[src/rtl/alu_pkg.sv]
// Shared types for the ALU operation responder: opcode encoding, default
// widths and the response record carried from the compute stage to the initiator.
package alu_pkg;

   localparam int DEF_WIDTH = 6;
   localparam int DEF_TAG_W = 2;

   typedef enum logic [1:0] {
      OP_ADD = 2'b00,
      OP_SUB = 2'b01,
      OP_AND = 2'b10,
      OP_OR  = 2'b11
   } op_t;

   typedef struct packed {
      logic [DEF_WIDTH-1:0] result;
      logic                 gt_zero;
      logic                 sf;
      logic                 cf;
      logic                 zf;
      logic [DEF_TAG_W-1:0] tag;
   } rsp_t;

endpackage

[src/rtl/resp_fifo.sv]
// In-order synchronous FIFO for response records; exposes its occupancy so the
// owner can reserve space before committing a request.
module resp_fifo
   import alu_pkg::*;
#(
   parameter type T     = rsp_t,
   parameter int  DEPTH = 2
) (
   input  logic                     clk,
   input  logic                     reset,
   input  logic                     push_i,
   input  T                         wdata_i,
   input  logic                     pop_i,
   output T                         rdata_o,
   output logic [$clog2(DEPTH):0]   count_o
);

   localparam int PTR_W = $clog2(DEPTH);
   localparam int CNT_W = PTR_W + 1;

   T                 mem_q [DEPTH];
   logic [PTR_W-1:0] wr_ptr_q;
   logic [PTR_W-1:0] rd_ptr_q;
   logic [CNT_W-1:0] cnt_q;

   // Pointers wrap naturally because DEPTH is a power of two.
   always_ff @(posedge clk) begin
      if (reset) begin
         wr_ptr_q <= '0;
         rd_ptr_q <= '0;
         cnt_q    <= '0;
      end else begin
         if (push_i) wr_ptr_q <= wr_ptr_q + 1'b1;
         if (pop_i)  rd_ptr_q <= rd_ptr_q + 1'b1;
         cnt_q <= cnt_q + CNT_W'(push_i) - CNT_W'(pop_i);
      end
   end

   always_ff @(posedge clk) begin
      if (push_i) mem_q[wr_ptr_q] <= wdata_i;
   end

   assign rdata_o = mem_q[rd_ptr_q];
   assign count_o = cnt_q;

endmodule

[src/rtl/alu_op_responder.sv]
// Responder end of the ALU operation channel: one registered compute stage
// feeding an in-order response FIFO, with space reserved at request accept time.
module alu_op_responder
   import alu_pkg::*;
#(
   parameter int WIDTH = DEF_WIDTH,
   parameter int DEPTH = 2,
   parameter int TAG_W = DEF_TAG_W
) (
   input  logic             clk,
   input  logic             reset,
   input  logic             req_valid,
   output logic             req_ready,
   input  logic [WIDTH-1:0] req_a,
   input  logic [WIDTH-1:0] req_b,
   input  logic [1:0]       req_op,
   input  logic [TAG_W-1:0] req_tag,
   output logic             rsp_valid,
   input  logic             rsp_ready,
   output logic [WIDTH-1:0] rsp_result,
   output logic             rsp_gt_zero,
   output logic             rsp_sf,
   output logic             rsp_cf,
   output logic             rsp_zf,
   output logic [TAG_W-1:0] rsp_tag,
   output logic             busy,
   output logic [15:0]      op_count
);

   localparam int CNT_W = $clog2(DEPTH) + 1;

   typedef struct packed {
      logic [WIDTH-1:0] result;
      logic             gt_zero;
      logic             sf;
      logic             cf;
      logic             zf;
      logic [TAG_W-1:0] tag;
   } rsp_w_t;

   typedef enum logic [1:0] {
      S_IDLE    = 2'd0,
      S_COMPUTE = 2'd1,
      S_HOLD    = 2'd2
   } state_t;

   // Bit WIDTH of the extended sum is the carry for ADD and the borrow for SUB.
   function automatic rsp_w_t alu_eval(input logic [WIDTH-1:0] a,
                                       input logic [WIDTH-1:0] b,
                                       input op_t              op,
                                       input logic [TAG_W-1:0] tag);
      logic [WIDTH:0] sum;
      rsp_w_t         r;
      sum = '0;
      unique case (op)
         OP_ADD: sum = {1'b0, a} + {1'b0, b};
         OP_SUB: sum = {1'b0, a} - {1'b0, b};
         OP_AND: sum = {1'b0, a & b};
         OP_OR:  sum = {1'b0, a | b};
      endcase
      r.result  = sum[WIDTH-1:0];
      r.cf      = sum[WIDTH];
      r.sf      = sum[WIDTH-1];
      r.zf      = (sum[WIDTH-1:0] == '0);
      r.gt_zero = !r.sf && !r.zf;
      r.tag     = tag;
      return r;
   endfunction

   state_t           state_q;
   logic             rdy_en_q;
   logic [15:0]      op_count_q;
   rsp_w_t           stage_p1_q;
   logic             vld_p1;
   rsp_w_t           head;
   rsp_w_t           rsp_out;
   logic [CNT_W-1:0] fifo_cnt;
   logic [CNT_W-1:0] outstanding;
   logic [CNT_W-1:0] cnt_nxt;
   logic             fifo_vld;
   logic             fire_req;
   logic             fire_rsp;

   assign vld_p1      = (state_q == S_COMPUTE);
   assign fifo_vld    = (fifo_cnt != '0);
   assign outstanding = fifo_cnt + CNT_W'(vld_p1);
   assign req_ready   = rdy_en_q && (outstanding < CNT_W'(DEPTH));
   assign fire_req    = req_valid && req_ready;
   assign fire_rsp    = fifo_vld && rsp_ready;
   assign cnt_nxt     = fifo_cnt + CNT_W'(vld_p1) - CNT_W'(fire_rsp);

   // Controller: COMPUTE exactly while the stage register holds a result.
   always_ff @(posedge clk) begin
      if (reset) begin
         state_q    <= S_IDLE;
         rdy_en_q   <= 1'b0;
         op_count_q <= '0;
      end else begin
         rdy_en_q <= 1'b1;
         if (fire_rsp) op_count_q <= op_count_q + 16'd1;
         unique case (state_q)
            S_IDLE, S_COMPUTE, S_HOLD: begin
               if (fire_req)                    state_q <= S_COMPUTE;
               else if (cnt_nxt == CNT_W'(DEPTH)) state_q <= S_HOLD;
               else                             state_q <= S_IDLE;
            end
            default: state_q <= S_IDLE;
         endcase
      end
   end

   // Stage p1: compute on accept.
   always_ff @(posedge clk) begin
      if (fire_req) stage_p1_q <= alu_eval(req_a, req_b, op_t'(req_op), req_tag);
   end

   // Stage p2: stage result enters the FIFO; space was reserved at accept.
   resp_fifo #(
      .T     (rsp_w_t),
      .DEPTH (DEPTH)
   ) u_fifo (
      .clk     (clk),
      .reset   (reset),
      .push_i  (vld_p1),
      .wdata_i (stage_p1_q),
      .pop_i   (fire_rsp),
      .rdata_o (head),
      .count_o (fifo_cnt)
   );

   assign rsp_out     = fifo_vld ? head : '0;
   assign rsp_valid   = fifo_vld;
   assign rsp_result  = rsp_out.result;
   assign rsp_gt_zero = rsp_out.gt_zero;
   assign rsp_sf      = rsp_out.sf;
   assign rsp_cf      = rsp_out.cf;
   assign rsp_zf      = rsp_out.zf;
   assign rsp_tag     = rsp_out.tag;
   assign busy        = vld_p1 || fifo_vld;
   assign op_count    = op_count_q;

endmodule

[config.mk]
export PLATFORM = sky130hd
export DESIGN_NAME = alu_op_responder
export DESIGN_NICKNAME = d
export VERILOG_FILES = /design/src/rtl/alu_pkg.sv /design/src/rtl/resp_fifo.sv /design/src/rtl/alu_op_responder.sv
export SDC_FILE = /design/constraint.sdc
export NUM_CORES = 1
export LEC_CHECK = 0
export CAP_MARGIN = 25
export CORE_ASPECT_RATIO = 0.8
export CORE_UTILIZATION = 45
export CTS_BUF_LIST = sky130_fd_sc_hd__clkbuf_4 sky130_fd_sc_hd__clkbuf_8
export DETAILED_ROUTE_END_ITERATION = 7
export PLACE_DENSITY = 0.7
export SLEW_MARGIN = 20
export SYNTH_ARGS = -nofsm -noshare
export SYNTH_HDL_FRONTEND = slang
export SYNTH_SLANG_ARGS = --single-unit
[constraint.sdc]
create_clock -name clk -period 3.7 [get_ports clk]
set_clock_uncertainty 0.2 [all_clocks]
set_input_delay 0.925 -clock clk [delete_from_list [all_inputs] [get_ports clk]]
set_output_delay 0.925 -clock clk [all_outputs]
set_load 0.05 [all_outputs]
After elaboration in Yosys (flattened, before gate mapping)
Memories as Yosys holds them, arrays and structs flattened. A register that Yosys moved wholly into a read port is not among the register bits.
Cells that the tools add are included.
Storage, ports and cells
  flip-flop bits (word level): 35
  RAM bits: 24
  input port bits: 20
  output and inout port bits: 31
  word-level logic and storage cells: 55
  memories kept: 1
Memories
  u_fifo.mem_q: words 2, width 12, rd ports 1, clocked after Yosys merged registers in 1, wr ports 1, RTL line resp_fifo.sv:21  | T mem_q [DEPTH];
Cells by class
  $add $sub $neg: 7
  order comparisons: 1
  equality and inequality tests: 6
  mux-type cells: 10
  bitwise logic cells: 3
  reductions and logical operators: 14
Operator list (number)
  7-bit case mux with 4 select lines: 1
  16-bit by 1-bit adder with 16-bit output (second input constant): 1
  12-bit two-way mux: 1
  2-bit equality test (second input constant): 4
  6-bit by 6-bit adder with 7-bit output: 1
  7-bit two-way mux: 1
  6-bit by 6-bit subtractor with 7-bit output: 1
  6-bit bitwise AND: 1
  6-bit zero test: 1
  1-bit two-way mux: 6
  6-bit OR: 1
  3-bit OR reduction: 2
  2-bit by 1-bit equality test with 1-bit output (second input constant): 2
  1-bit logical AND: 4
  2-bit zero test: 2
  1-bit adder (second input constant): 2
  2-bit by 1-bit adder with 2-bit output: 1
  1-bit zero test: 2
  2-bit < comparator (second input constant): 1
  2-bit two-way mux: 1
  2-bit nonzero test: 1
  2-bit OR reduction: 1
  2-bit by 1-bit subtractor with 2-bit output: 1
  1-bit logical OR: 1
  1-bit inverter: 1

Logic depth before layout (Yosys ltp)
  word-level depth: 9
  mapped depth: 10
  gate-level depth less buffers: 10

Modules after synthesis
A second synthesis with hierarchy kept.
Second synthesis, totals
  cell total of the unflattened synthesis: 257
  area total of the unflattened synthesis: 2982.9 sq um
Modules (own cells, without submodules)
  alu_op_responder: times used 1, cells each 201, area an instance 1871.8 sq um, seq. area each 710.7 sq um
  resp_fifo: times used 1, cells each 56, area an instance 1111.1 sq um, seq. area each 820.8 sq um

Worst setup path before layout
OpenSTA, ideal clock, no wires.
  path type: input-to-reg
  from: input req_op[1]
  to: register stage_p1_q[5] in the netlist's numbering (data pin)
  setup time: 274 ps
  arrival: 2828 ps
  data required time: 3226 ps
  slack: 398 ps
  cell stages on the path: 9
  buffers on the path: 1
  path through: buf_2 nor2b_1 mux2i_1 fa_1 a21o_1 a211oi_1 o31ai_2 nor4_2 a21oi_1
On the way
  word-level cells in the longest chain between the ends: 6
  elaborated cells between the ends (all ways): 10
  classes of those cells: 3 x eq/ne; 2 x mux; 5 x reduce/logical
Ends and longest elaborated chain
  start: declaration: RTL line alu_op_responder.sv:16  | input logic [1:0] req_op,
  2-bit equality test (tied with other cells): RTL line alu_op_responder.sv:55  | unique case (op)
  7-bit case mux with 4 select lines *: RTL line alu_op_responder.sv:55
  7-bit two-way mux *: RTL line alu_op_responder.sv:114  | if (fire_req) stage_p1_q <= alu_eval(req_a, req_b, op_t'(req_op), req_tag);
  6-bit zero test: RTL line alu_op_responder.sv:64  | r.zf = (sum[WIDTH-1:0] == '0);
  1-bit zero test: RTL line alu_op_responder.sv:65  | r.gt_zero = !r.sf && !r.zf;
  1-bit logical AND *: RTL line alu_op_responder.sv:65
  end signal: assignment: RTL line alu_op_responder.sv:114
  end: declaration: RTL line alu_op_responder.sv:73  | rsp_w_t stage_p1_q;
Every way passes the cells marked *; elsewhere a longest branch is shown, timed or not. The select of a mux whose other input is x is not followed.
A chain may end at the register's enable or synchronous reset.

Final worst setup path
  from: register state_q[1]
  to: output req_ready
On the way
  word-level cells in the longest chain between the ends: 4
Ends and longest elaborated chain
  start: declaration: RTL line alu_op_responder.sv:70  | state_t state_q;
  start signal: assignment: RTL line alu_op_responder.sv:95  | state_q <= S_IDLE;
  start signal: assignment: RTL line alu_op_responder.sv:103  | if (fire_req) state_q <= S_COMPUTE;
  start signal: assignment: RTL line alu_op_responder.sv:104  | else if (cnt_nxt == CNT_W'(DEPTH)) state_q <= S_HOLD;
  2-bit by 1-bit equality test with 1-bit output: RTL line alu_op_responder.sv:84  | assign vld_p1 = (state_q == S_COMPUTE);
  2-bit by 1-bit adder with 2-bit output: RTL line alu_op_responder.sv:86  | assign outstanding = fifo_cnt + CNT_W'(vld_p1);
  2-bit < comparator: RTL line alu_op_responder.sv:87  | assign req_ready = rdy_en_q && (outstanding < CNT_W'(DEPTH));
  1-bit logical AND: RTL line alu_op_responder.sv:87
  end: declaration: RTL line alu_op_responder.sv:13  | output logic req_ready,
No other way between the ends.

==> impl_metrics.json <==
{
  "status": "completed",
  "port_buffers": 50,
  "max_freq_mhz": 287,
  "vdd_ir_drop_max_mv": 0.340,
  "grt-ovfl-total": 0,
  "multi_input_area_um2": 1160,
  "grt_pass1_vias": 1865,
  "io_pins": 51,
  "antenna_cells": 0,
  "totalPowerFinal_mw": 2.21,
  "nNetsFinal": 341,
  "hold_end": "u_fifo.mem_q[0][6]",
  "critPathCaptureType": "output port",
  "switching_share_pct": 36.4,
  "finalSetupTns_ns": 0,
  "worstPathArrival_ns": 2.36,
  "wire_per_inst_um": 12.9,
  "yosysWarningCount": 0,
  "synthTopCellsByArea": "edfxtp_1 36%, dfxtp_1 18%, nor2_1 5.9%, ha_1 5.5%, mux2i_1 5.1%",
  "hp-class": "flip-flop to flip-flop",
  "coreArea_um2": 5650,
  "grt_max_degree": 14,
  "die_h_um": 71.6,
  "critical_path_required_ns": 2.57,
  "clk_path_buf_depth": 2,
  "syn_inst": 246,
  "comb_power_share_pct": 35.5,
  "seq_power_share_pct": 36.2,
  "placed_cells": 375,
  "start_util_pct": 48.2,
  "first_pass_iters": 4,
  "dieArea_um2": 6360,
  "fin_crit_sh_pct": 94.1,
  "grt_pass1_wl_um": 8400,
  "reg2regPathDepth": 7,
  "cts_buffers": 9,
  "vias_per_cell": 4.92,
  "criticalPathCategory": "flip-flop to output port",
  "startpoint_type": "flip-flop",
  "htreeDepth": 3,
  "r2r-end": "state_q[1]",
  "avgSynthCellArea_um2": 11.1,
  "switching_power_uw": 804,
  "fillCellCount": 512,
  "hold_depth": 0,
  "die_w_um": 88.9,
  "p_leak_nw": 1.30,
  "netlist_area_um2": 2720,
  "layout_commonest_cell": "clkdlybuf4s50_1",
  "cts_tree": "built",
  "clkTransAtPathRegs_ns": 0.07,
  "vias": 1925,
  "antenna_left": 0,
  "place_ws_ns": -0.0989,
  "cts_setup_buffers": 0,
  "powerDensity_nw_per_um2": 620,
  "r2r_setup_slack_ns": 1.47,
  "gp_congestion": 0.857,
  "worst_pin_slew_ns": 0.927,
  "post_cts_resized": 0,
  "final_cells": 391,
  "worstHoldStart": "stage_p1_q[6]",
  "relSlewSlack_pct": 38.0,
  "antenna_found_initial": 0,
  "synth_top_area_cell": "edfxtp_1",
  "fin_util_pct": 63.0,
  "p_int_mw": 1.40,
  "slew_viol_final": 0,
  "setup_violations": 0,
  "clkLatencyLatePin_ns": 0.32,
  "rows": 24,
  "route.detailed.drc": 0,
  "cts-root-buf": "clkbuf_8",
  "crit_fanout": 3,
  "synth_top_area_share_pct": 36.4,
  "hold_buffers": 0,
  "layout_common_cells": "50 x clkdlybuf4s50_1, 43 x nor2_1, 33 x edfxtp_1",
  "final-seq-area_um2": 1470,
  "syn2layout_area_growth_pct": 30.7,
  "yosysSeqAreaShare_pct": 54.1,
  "ys_ff_latch": 57,
  "drtIter0Drc": 56,
  "finalCriticalPeriod_ns": 3.48,
  "setup_slack_ns": 0.217,
  "layout-drive-gt1-share_pct": 9.90,
  "hold_viol": 0,
  "maxCapViolCount": 0,
  "synth_nets": 279,
  "rsz0062_at_grt": "no",
  "cts.sinks": 57,
  "yosysUniqueCellTypes": 44,
  "clkPwrFrac_pct": 28.4,
  "grt_use_total_pct": 17.7,
  "r2r_start": "u_fifo.count_o[1]",
  "post-dp-hpwl_um": 3800,
  "wl_um": 5030
}
[critical path, cell delays in order, from the launching register on]
cell and delay (ns):
dfxtp_1 0.32, nand2b_1 0.17, inv_1 0.10, ha_1 0.20, xnor2_1 0.27, and2_1 0.18
clkdlybuf4s50_1 0.81
[cell families (layout without fill, tap and decap cells)]
logic type	count (synthesis)	in the layout	synth area share [%]
buffers and inverters	20	87	3.31
flip-flops	57	57	54.1
XOR/XNOR	22	22	7.08
AO/OA/AOI/OAI	33	33	7.95
multiplexers	15	15	5.56
adder cells (fa/ha/maj)	16	16	7.45
AND/OR/NAND/NOR	83	83	14.6
[synthesized netlist by cell type]
master and instances:
maj3_1 1, and2_1 3, nand3_1 2, o21bai_1 1, o21a_1 2, buf_4 1
fa_1 1, o2111ai_1 1, o21ai_0 6, nor2b_1 2, edfxtp_1 33, nor2_1 43
nor4_1 2, nor3b_2 1, and3_1 1, dfxtp_1 24, maj3_2 2, clkbuf_1 2
a21o_1 1, xor2_1 10, or3_1 3, nor3_1 3, nand4_1 6, nor4_2 1
o32a_1 1, o211ai_2 1, nand3_2 1, xnor2_1 12, buf_2 3, o2111a_1 1
a211oi_1 2, nand2_1 12, inv_1 13, o31ai_1 1, mux2i_1 14, a21oi_1 12
o22ai_1 1, buf_6 1, mux2_2 1, o31ai_2 1, ha_1 12, nand2b_1 1
and4_1 2, a31oi_1 2
[metal layers]
layer  vias up  track usage, %  share of wire [%]
li1        995               -                  -
met1       892            23.2                 49
met2        36            28.5                 48
met3         2            5.30                3.3
met4         0            5.29               0.68
met5         -               0                  0
[how the worst max path moves through the flow]
stage               startpoint       endpoint  slack (ns)  depth (start not counted)
finish              state_q[1]      req_ready        0.22                          6
global route        state_q[1]      req_ready        0.07                          6
CTS                 state_q[1]      req_ready        0.19                          6
detailed placement   req_op[0]  stage_p1_q[2]        -0.1                          9
global placement      req_b[0]  stage_p1_q[2]        0.01                         10
floorplan            req_op[1]  stage_p1_q[5]        0.40                          9
[power by group through the flow]
stage          sequential (mW)  combinational [mW]  clock (mW)
2_1_floorplan            0.800               0.556           0
3_3_place_gp             0.808               0.776           0
3_5_place_dp             0.813               0.789           0
4_1_cts                  0.799               0.791       0.644
5_1_grt                  0.806               0.838       0.675
6_report                 0.797               0.782       0.626
[cell type report]
class	instances	share of cell area, %
clock buffers	9	3.48
clock inverters	7	2.64
inverters	13	1.37
multi-input cells	169	32.6
flip-flops and latches	57	41.4
well taps	78	2.74
repair buffers	58	15.8
[flip-flops by register name, indices dropped and copies added (netlist names), named ones only]
register / cells
u_fifo.rd_ptr_q: 1
u_fifo.count_o: 2
op_count: 16
stage_p1_q: 11
state_q: 2
u_fifo.mem_q: 22
rdy_en_q: 1
u_fifo.wr_ptr_q: 1
[per-stage QoR]
step | area [um^2] | hold WS, ns
global placement | 3340 | 0.222
finish | 3560 | 0.242
detailed placement | 3340 | 0.233
CTS | 3560 | 0.239
floorplan | 2720 | 0.221
global route | 3560 | 0.254
(Power assumes the default switching activity.)
